`config.mk`:
```
export PLATFORM = sky130hd
export DESIGN_NAME = puf_reader_flat
export DESIGN_NICKNAME = d
export VERILOG_FILES = /design/src/rtl/puf_reader_if.sv /design/src/rtl/puf_reader.sv /design/src/flat_wrapper.sv
export SDC_FILE = /design/constraint.sdc
export NUM_CORES = 1
export LEC_CHECK = 0
export ABC_CLOCK_PERIOD_IN_PS = 4660
export CORE_MARGIN = 5
export CORE_UTILIZATION = 40
export CTS_CLUSTER_SIZE = 14
export DETAILED_ROUTE_END_ITERATION = 7
export HOLD_SLACK_MARGIN = 0.05
export PLACE_DENSITY = 0.66
export SLEW_MARGIN = 20
export SYNTH_ARGS = -nofsm -noshare
export SYNTH_HDL_FRONTEND = slang
export SYNTH_SLANG_ARGS = --single-unit
```
`constraint.sdc`:
```
create_clock -name clk_i -period 4.66 [get_ports clk_i]
set_input_delay 0.932 -clock clk_i [delete_from_list [all_inputs] [get_ports clk_i]]
set_output_delay 0.932 -clock clk_i [all_outputs]
set_load 0.005 [all_outputs]
```
`src/rtl/puf_reader_if.sv`:
```
// puf_reader_if: control and response handshake between puf_reader and its consumer
// Signals: start/seed request a run, busy reports a run in progress,
// resp_valid/resp_ready/resp_data carry the finished response word.
// Modports: master drives requests and ready, slave (puf_reader) drives status and data.
interface puf_reader_if #(
    parameter int RESP_BITS = 32
);
    logic                 start;
    logic [31:0]          seed;
    logic                 busy;
    logic                 resp_valid;
    logic                 resp_ready;
    logic [RESP_BITS-1:0] resp_data;

    modport master (output start, seed, resp_ready, input busy, resp_valid, resp_data);
    modport slave  (input start, seed, resp_ready, output busy, resp_valid, resp_data);
endinterface

```
`src/rtl/puf_reader.sv`:
```
// puf_reader: sequences an arbiter PUF, majority-votes each response bit and returns a word
// Ports: clk_i/rst_i clock and synchronous active-high reset; bus (slave) start/seed/busy
// and the resp_valid/resp_ready/resp_data handshake; puf_switch_o launch pair
// (00 latch reset, 11 fire); puf_challenge_o challenge; puf_resp_i asynchronous latch output.
module puf_reader #(
    parameter int CHAL_W        = 32,
    parameter int RESP_BITS     = 32,
    parameter int SETTLE_CYCLES = 4,
    parameter int VOTES         = 5
) (
    input  logic              clk_i,
    input  logic              rst_i,
    puf_reader_if.slave       bus,
    output logic [1:0]        puf_switch_o,
    output logic [CHAL_W-1:0] puf_challenge_o,
    input  logic              puf_resp_i
);
    localparam int CW = $clog2(SETTLE_CYCLES + 2);
    localparam int VW = $clog2(VOTES + 1);
    localparam int BW = (RESP_BITS > 1) ? $clog2(RESP_BITS) : 1;

    typedef enum logic [1:0] {IDLE, ARM, FIRE, DONE} state_t;

    state_t               state, state_n;
    logic [CW-1:0]        cnt, cnt_n;
    logic [VW-1:0]        ones, ones_n, evals, evals_n;
    logic [BW-1:0]        bit_idx, bit_idx_n;
    logic [31:0]          lfsr, lfsr_n;
    logic [RESP_BITS-1:0] data, data_n;
    logic [1:0]           sync;

    always_ff @(posedge clk_i) begin
        if (rst_i) begin
            state   <= IDLE;
            cnt     <= '0;
            ones    <= '0;
            evals   <= '0;
            bit_idx <= '0;
            lfsr    <= '0;
            data    <= '0;
            sync    <= '0;
        end else begin
            state   <= state_n;
            cnt     <= cnt_n;
            ones    <= ones_n;
            evals   <= evals_n;
            bit_idx <= bit_idx_n;
            lfsr    <= lfsr_n;
            data    <= data_n;
            sync    <= {sync[0], puf_resp_i};
        end
    end

    always_comb begin
        state_n   = state;
        cnt_n     = cnt;
        ones_n    = ones;
        evals_n   = evals;
        bit_idx_n = bit_idx;
        lfsr_n    = lfsr;
        data_n    = data;
        case (state)
            IDLE: if (bus.start) begin
                lfsr_n    = (bus.seed == 32'h0) ? 32'h1 : bus.seed;
                cnt_n     = '0;
                ones_n    = '0;
                evals_n   = '0;
                bit_idx_n = '0;
                data_n    = '0;
                state_n   = ARM;
            end
            ARM: if (cnt == CW'(SETTLE_CYCLES - 1)) begin
                cnt_n   = '0;
                state_n = FIRE;
            end else cnt_n = cnt + CW'(1);
            FIRE: if (cnt == CW'(SETTLE_CYCLES + 1)) begin
                // the extra two FIRE cycles let the race result cross both synchronizer stages
                cnt_n   = '0;
                ones_n  = ones + VW'(sync[1]);
                evals_n = evals + VW'(1);
                state_n = ARM;
                if (evals_n == VW'(VOTES)) begin
                    data_n[bit_idx] = ones_n > VW'(VOTES / 2);
                    ones_n  = '0;
                    evals_n = '0;
                    lfsr_n  = (lfsr >> 1) ^ (lfsr[0] ? 32'h8020_0003 : 32'h0);
                    if (bit_idx == BW'(RESP_BITS - 1)) state_n = DONE;
                    else bit_idx_n = bit_idx + BW'(1);
                end
            end else cnt_n = cnt + CW'(1);
            DONE: if (bus.resp_ready) state_n = IDLE;
            default: state_n = IDLE;
        endcase
    end

    assign bus.busy        = state != IDLE;
    assign bus.resp_valid  = state == DONE;
    assign bus.resp_data   = data;
    assign puf_switch_o    = (state == FIRE) ? 2'b11 : 2'b00;
    assign puf_challenge_o = (state == ARM || state == FIRE) ? CHAL_W'(lfsr) : '0;
endmodule

```
`src/flat_wrapper.sv`:
```
// flat-port wrapper written by rule: the top's interface ports become plain ports
module puf_reader_flat 
#(
    parameter int CHAL_W        = 32,
    parameter int RESP_BITS     = 32,
    parameter int SETTLE_CYCLES = 4,
    parameter int VOTES         = 5
)
  (clk_i, rst_i, puf_switch_o, puf_challenge_o, puf_resp_i, bus_start, bus_seed, bus_resp_ready, bus_busy, bus_resp_valid, bus_resp_data);
  puf_reader_if #(.RESP_BITS(RESP_BITS)) bus_i ();
  input  logic clk_i;
  input  logic rst_i;
  output logic [1:0] puf_switch_o;
  output logic [CHAL_W-1:0] puf_challenge_o;
  input  logic puf_resp_i;
  input wire logic [$bits(bus_i.start)-1:0] bus_start;
  input wire logic [$bits(bus_i.seed)-1:0] bus_seed;
  input wire logic [$bits(bus_i.resp_ready)-1:0] bus_resp_ready;
  output wire logic [$bits(bus_i.busy)-1:0] bus_busy;
  output wire logic [$bits(bus_i.resp_valid)-1:0] bus_resp_valid;
  output wire logic [$bits(bus_i.resp_data)-1:0] bus_resp_data;
  assign bus_i.start = bus_start;
  assign bus_i.seed = bus_seed;
  assign bus_i.resp_ready = bus_resp_ready;
  assign bus_busy = bus_i.busy;
  assign bus_resp_valid = bus_i.resp_valid;
  assign bus_resp_data = bus_i.resp_data;
  puf_reader #(.CHAL_W(CHAL_W), .RESP_BITS(RESP_BITS), .SETTLE_CYCLES(SETTLE_CYCLES), .VOTES(VOTES)) u_core (.clk_i(clk_i), .rst_i(rst_i), .bus(bus_i), .puf_switch_o(puf_switch_o), .puf_challenge_o(puf_challenge_o), .puf_resp_i(puf_resp_i));
endmodule
```
* Yosys cells after proc, flatten, opt, wreduce, memory -nomap -nowiden *
Cells that the tools add are included.
Widths: inputs -> output; s select.

cells by class
  $add $sub $neg = 4
  order comparisons = 3
  reduce and logical (&&, ||, !) cells = 12
  bitwise gates (word level) = 1
  eq/ne operators = 13
  multiplexer cells = 37

operators by type and width
  cell                 number
  $mux 32              9
  $pmux 32 s2          2
  $bwmux 32            1
  $logic_not 32->1     1
  $xor 31x32->32       1
  $mux 3               7
  $mux 5               4
  $mux 2               7
  $pmux 3 s2           2
  $pmux 5 s2           1
  $pmux 3 s3           1
  $pmux 2 s4           1
  $reduce_and 4->1     2
  $add 3x1->3 const B  2
  $eq 3x3->1 const B   2
  $lt 5x6->1 const B   1
  $ne 2x1->1 const B   3
  $ne 2x2->1 const B   3
  $add 5x1->5 const B  1
  $demux 1 s5          1
  $eq 5x5->1 const B   1
  $ge 5x1->1 const B   1
  $reduce_and 5->1     1
  $eq 2x2->1 const B   2
  12 further kinds     13

storage, ports and cells
  output and inout port bits = 68
  flip-flop bits (word level) = 82

* Longest topological paths before layout *
  depth after elaboration = 8
  mapped depth = 10
  depth with buffers taken out = 6

* Worst setup path after synthesis *
No wires, ideal clock.

  path type = reg2reg
  start point = reg u_core.state[0]
  end point = reg u_core.data[22], in the netlist u_core.bus.resp_data[22]
  slack = 2338 ps
  data arrival time = 2204 ps
  clock period less this slack = 2322 ps
  stages on the path, launching flop included = 10
  path buffers = 3
  required time = 4543 ps
  cells stage by stage = dfxtp_1 inv_1 ha_1 buf_6 a21boi_4 or3_1 buf_2 buf_6 or3_1 a32o_1

between the ends
  longest elaborated chain between the ends = 3
  elaborated cells between the ends (all ways) = 8

RTL lines
  what                                                  RTL line          RTL
  start: declaration                                    puf_reader.sv:24  state_t state, state_n;
  start signal: assignment                              puf_reader.sv:43  state <= state_n;
  $eq 2x2->1 / $logic_not 2->1 (equally long branches)  puf_reader.sv:62  case (state)
  $ne 2x1->1 (no line) (tied with other cells)          n/a
  $reduce_and 4->1 (no line)                            n/a
  end signal: assignment                                puf_reader.sv:49  data <= data_n;
  end: declaration                                      puf_reader.sv:29  logic [RESP_BITS-1:0] data, data_n;

Parallel ways exist; a longest one is shown, timed or not.
A chain may end at the register's enable or synchronous reset.

* Worst setup path in the final report *
  start point = reg u_core.state[0]
  end point = out puf_challenge_o[5]

between the ends
  longest elaborated chain between the ends = 3
  elaborated cells between the ends (all ways) = 4

RTL lines
  what                                             RTL line            RTL
  $eq 2x1->1 / $eq 2x2->1 (equally long branches)  puf_reader.sv:100   assign puf_challenge_o = (state == ARM || state == FIRE) ? CHAL_W'(lfsr) : '0;
  $logic_or 1x1->1 (*)                             puf_reader.sv:100
  $mux 32 (*)                                      puf_reader.sv:100
  end: declaration                                 flat_wrapper.sv:14  output logic [CHAL_W-1:0] puf_challenge_o;

Mark *: on every way between the ends. The rest lies on a longest branch, timed or not.

==> summary.md <==
| Metric | Value |
|---|---|
| Antenna violations before repair | `0` |
| Power per standard cell area | `547 nW/µm²` |
| Sequential share of power | `30.2%` |
| Number of input and output port buffers inserted | `104` |
| Total wirelength of the detailed-routed design | `13000 µm` |
| Cell types with the highest counts after synthesis | `dfxtp_1, a21oi_1, clkbuf_1` |
| Overflow left after global routing | `0` |
| Number of buffers on the longest clock path | `2` |
| Max-slew violation count | `0` |
| Worst path buffer plus inverter count | `2` |
| Worst slew margin relative to its limit | `30.5%` |
| Setup repair after global routing missed its margin | `no` |
| Area grow syn2layout | `30.5%` |
| Cts bufs inserted | `9` |
| Area share of the largest cell type after synthesis | `35.7%` |
| Critical setup path kind | `reg2out` |
| Total number of nets in the final design | `679` |
| VDD IR max | `276 µV` |
| Worst-case register-to-register setup slack | `1.47 ns` |
| Number of global-route vias before repair | `4359` |
| CP max stage delay | `0.90 ns` |
| Average instance area after synthesis | `8.29 µm²` |
| Placement Rows | `39` |
| Placer's final routability congestion estimate | `0.821` |
| Leak pwr | `2.07 nW` |
| Period minus WS final | `3.46 ns` |
| Most area-hungry cell type in the Yosys netlist | `dfxtp_1` |
| Die Area | `13700 µm²` |
| Hold Startpoint | `u_core.sync[0]` |
| Post-synth EDFFs | `0` |
| Data arrival time of the worst path | `2.53 ns` |
| Post-CTS Setup Inserts | `0` |
| Kind of launch point of the worst setup path | `flop` |
| Post-cts gate resize count | `0` |
| Die Height | `117 µm` |
| Yosys cell types | `48` |
| Worst-path cell chain | `inv_1 > ha_1 > and2_1 > clkdlybuf4s50_1` |
| Via count normalized by instance count | `5.70` |
| Max Clk Rate | `0.289 GHz` |
| Share of the core filled with cells | `52.9%` |
| Final count of hold timing violations | `0` |
| Clk root buf | `clkbuf_16` |
| Cell area after synthesis | `4590 µm²` |
| Largest clock skew in the final design | `0.0124 ns` |
| Share of total power in the clock network | `24.5%` |
| Sw power | `1.25 mW` |
| Final routed wire length divided by cell count | `16.9 µm` |
| Top cells by area, synth | `dfxtp_1, a21oi_1, ha_1` |
| Number of antenna repair diodes | `0` |
| Core Footprint | `11300 µm²` |
| Setup TNS | `0 ns` |
| Fraction of layout instances using a drive strength above 1 | `4.94%` |
| Net switching share of the total power | `38.3%` |
| Antenna Violating Nets Remaining | `0` |
| Hold Path Class | `reg2reg` |
| Number of synthesized register bits | `82` |
| MaxCap Viol Count | `0` |
| Hold bufs inserted after CTS | `0` |
| Global-route wire length before repair | `21600 µm` |
| Clock Latency Late Sink | `0.34 ns` |
| First-iteration detailed-routing DRC count | `342` |
| Number of vias in the routed layout | `4395` |
| Primary flip-flop cell chosen by synthesis mapping | `dfxtp_1` |
| Deepest level of the CTS H-tree | `3` |
| Share of synthesized area occupied by flip-flops and latches | `35.7%` |
| Reg clk slew, reported paths | `0.06 ns` |
| Post-synthesis cell count | `554` |
| Run status | `complete, no violations` |
| Library cell contributing the largest single delay on the critical path | `ha_1` |
| Worst setup startpoint | `u_core.state[0]` |
| Most common cell in the synthesized netlist | `dfxtp_1` |
| Int Power | `2.02 mW` |
| Transition time of the tightest slew-check pin | `1.04 ns` |
| Syn nets | `610` |
| Reg-to-Reg Start | `u_core.state[0]` |
| Setup-violating endpoint count in the final report | `0` |
| First-pass iteration count of the detailed router | `5` |
| Ratio of final minimum period to clock period | `74.3%` |
| Clock sink count | `82` |
| Starting density of the core | `40.6%` |
| Die Wd | `117 µm` |
| Critical Path RT | `3.73 ns` |
| Total power after layout | `3.28 mW` |
| GR Util All Layers | `19.4%` |
| Largest fanout of any net on the critical path | `35` |
| Residual DRC | `0` |
| Comb power frac | `45.3%` |
| Proportion of synthesized flip-flops having asynchronous set or reset | `0%` |
| Pin count of the biggest net entering global routing | `66` |
| Number of warnings issued by yosys | `0` |
| Capturing element type of the critical path | `output pin` |
| DP HPWL | `8870 µm` |
| Clock tree from TritonCTS | `done` |
| Number of I/O pins | `105` |
| Family of cells with the greatest summed delay on the critical path | `adder cells` |
-- sequential cells by signal, summed over array words and instances, names as in the netlist --
signal,cells
u_core.state,2
u_core.sync,2
u_core.bus.resp_data,32
u_core.cnt,3
u_core.lfsr,32
u_core.bit_idx,5
u_core.evals,3
u_core.ones,3
-- metal layers --
| metal | up-vias | GRT usage [%] | routed length [µm] |
|---|---|---|---|
| met5 | - | 0 | 0 |
| met4 | 0 | 3.52 | 91 |
| met3 | 10 | 5.35 | 856 |
| met2 | 129 | 32.5 | 6270 |
| met1 | 2077 | 25.2 | 5830 |
| li1 | 2179 | - | - |
-- through the flow --
step,area (µm²),hold slack (ns),setup WS (ns),cells
floorplan,4590,0.414,2.34,554
global placement,5650,0.439,1.51,755
detailed placement,5660,0.434,1.42,755
CTS,5990,0.458,1.15,771
global route,5990,0.473,0.966,771
finish,5990,0.456,1.20,771
-- placed cells by master, fill, tap and decap left out, drive strengths merged, types with 4 or more instances in the layout --
cell type,synthesis,final
or3,12,12
clkbuf,43,11
nor3,6,6
nor2,18,18
xnor2,4,4
dfxtp,82,82
nor4,9,9
and2,33,33
nor2b,5,5
inv,22,22
nand4,18,18
o22ai,27,27
a21oi,51,51
clkdlybuf4s50,0,103
o31ai,14,14
nand2,16,16
o21ai,15,15
nand2b,31,31
and3,6,6
buf,11,9
ha,19,19
a211oi,30,30
a32o,20,20
a21boi,17,17
nand3,15,15
-- kinds of logic after synthesis --
group           count (synthesis)  share of synthesized area, %
xor+xnor                        6                          1.14
buf+inv                        77                          6.84
fa+ha+maj                      19                          5.18
compound gates                187                          27.8
flops                          82                          35.7
mux                             4                         0.899
simple gates                  179                          22.4
-- power by group through the flow --
stage | logic (mW) | registers [mW] | clock network (mW)
finish | 1.49 | 0.989 | 0.802
global route | 1.64 | 1.01 | 0.858
CTS | 1.49 | 0.985 | 0.814
detailed placement | 1.48 | 0.994 | 0
global placement | 1.44 | 0.992 | 0
floorplan | 1.05 | 0.949 | 0
-- layout make-up --
class                      instances  area, µm²
fill                            1066       5330
multi-input combinational        395       2650
sequential                        82       1640
timing repair buffer             112       1100
clock buffer                      11        233
tap                              143        179
clock inverter                     5        103
inverter                          23       86.3
-- path summary, 6_finish.rpt --
path                                           end  depth (start not counted)
worst max-delay path            puf_challenge_o[5]                          4
worst min-delay path                u_core.sync[1]                          1
worst max register to register   u_core.bit_idx[0]                          7
worst min register to register      u_core.sync[1]                          1
(Power assumes the default switching activity.)
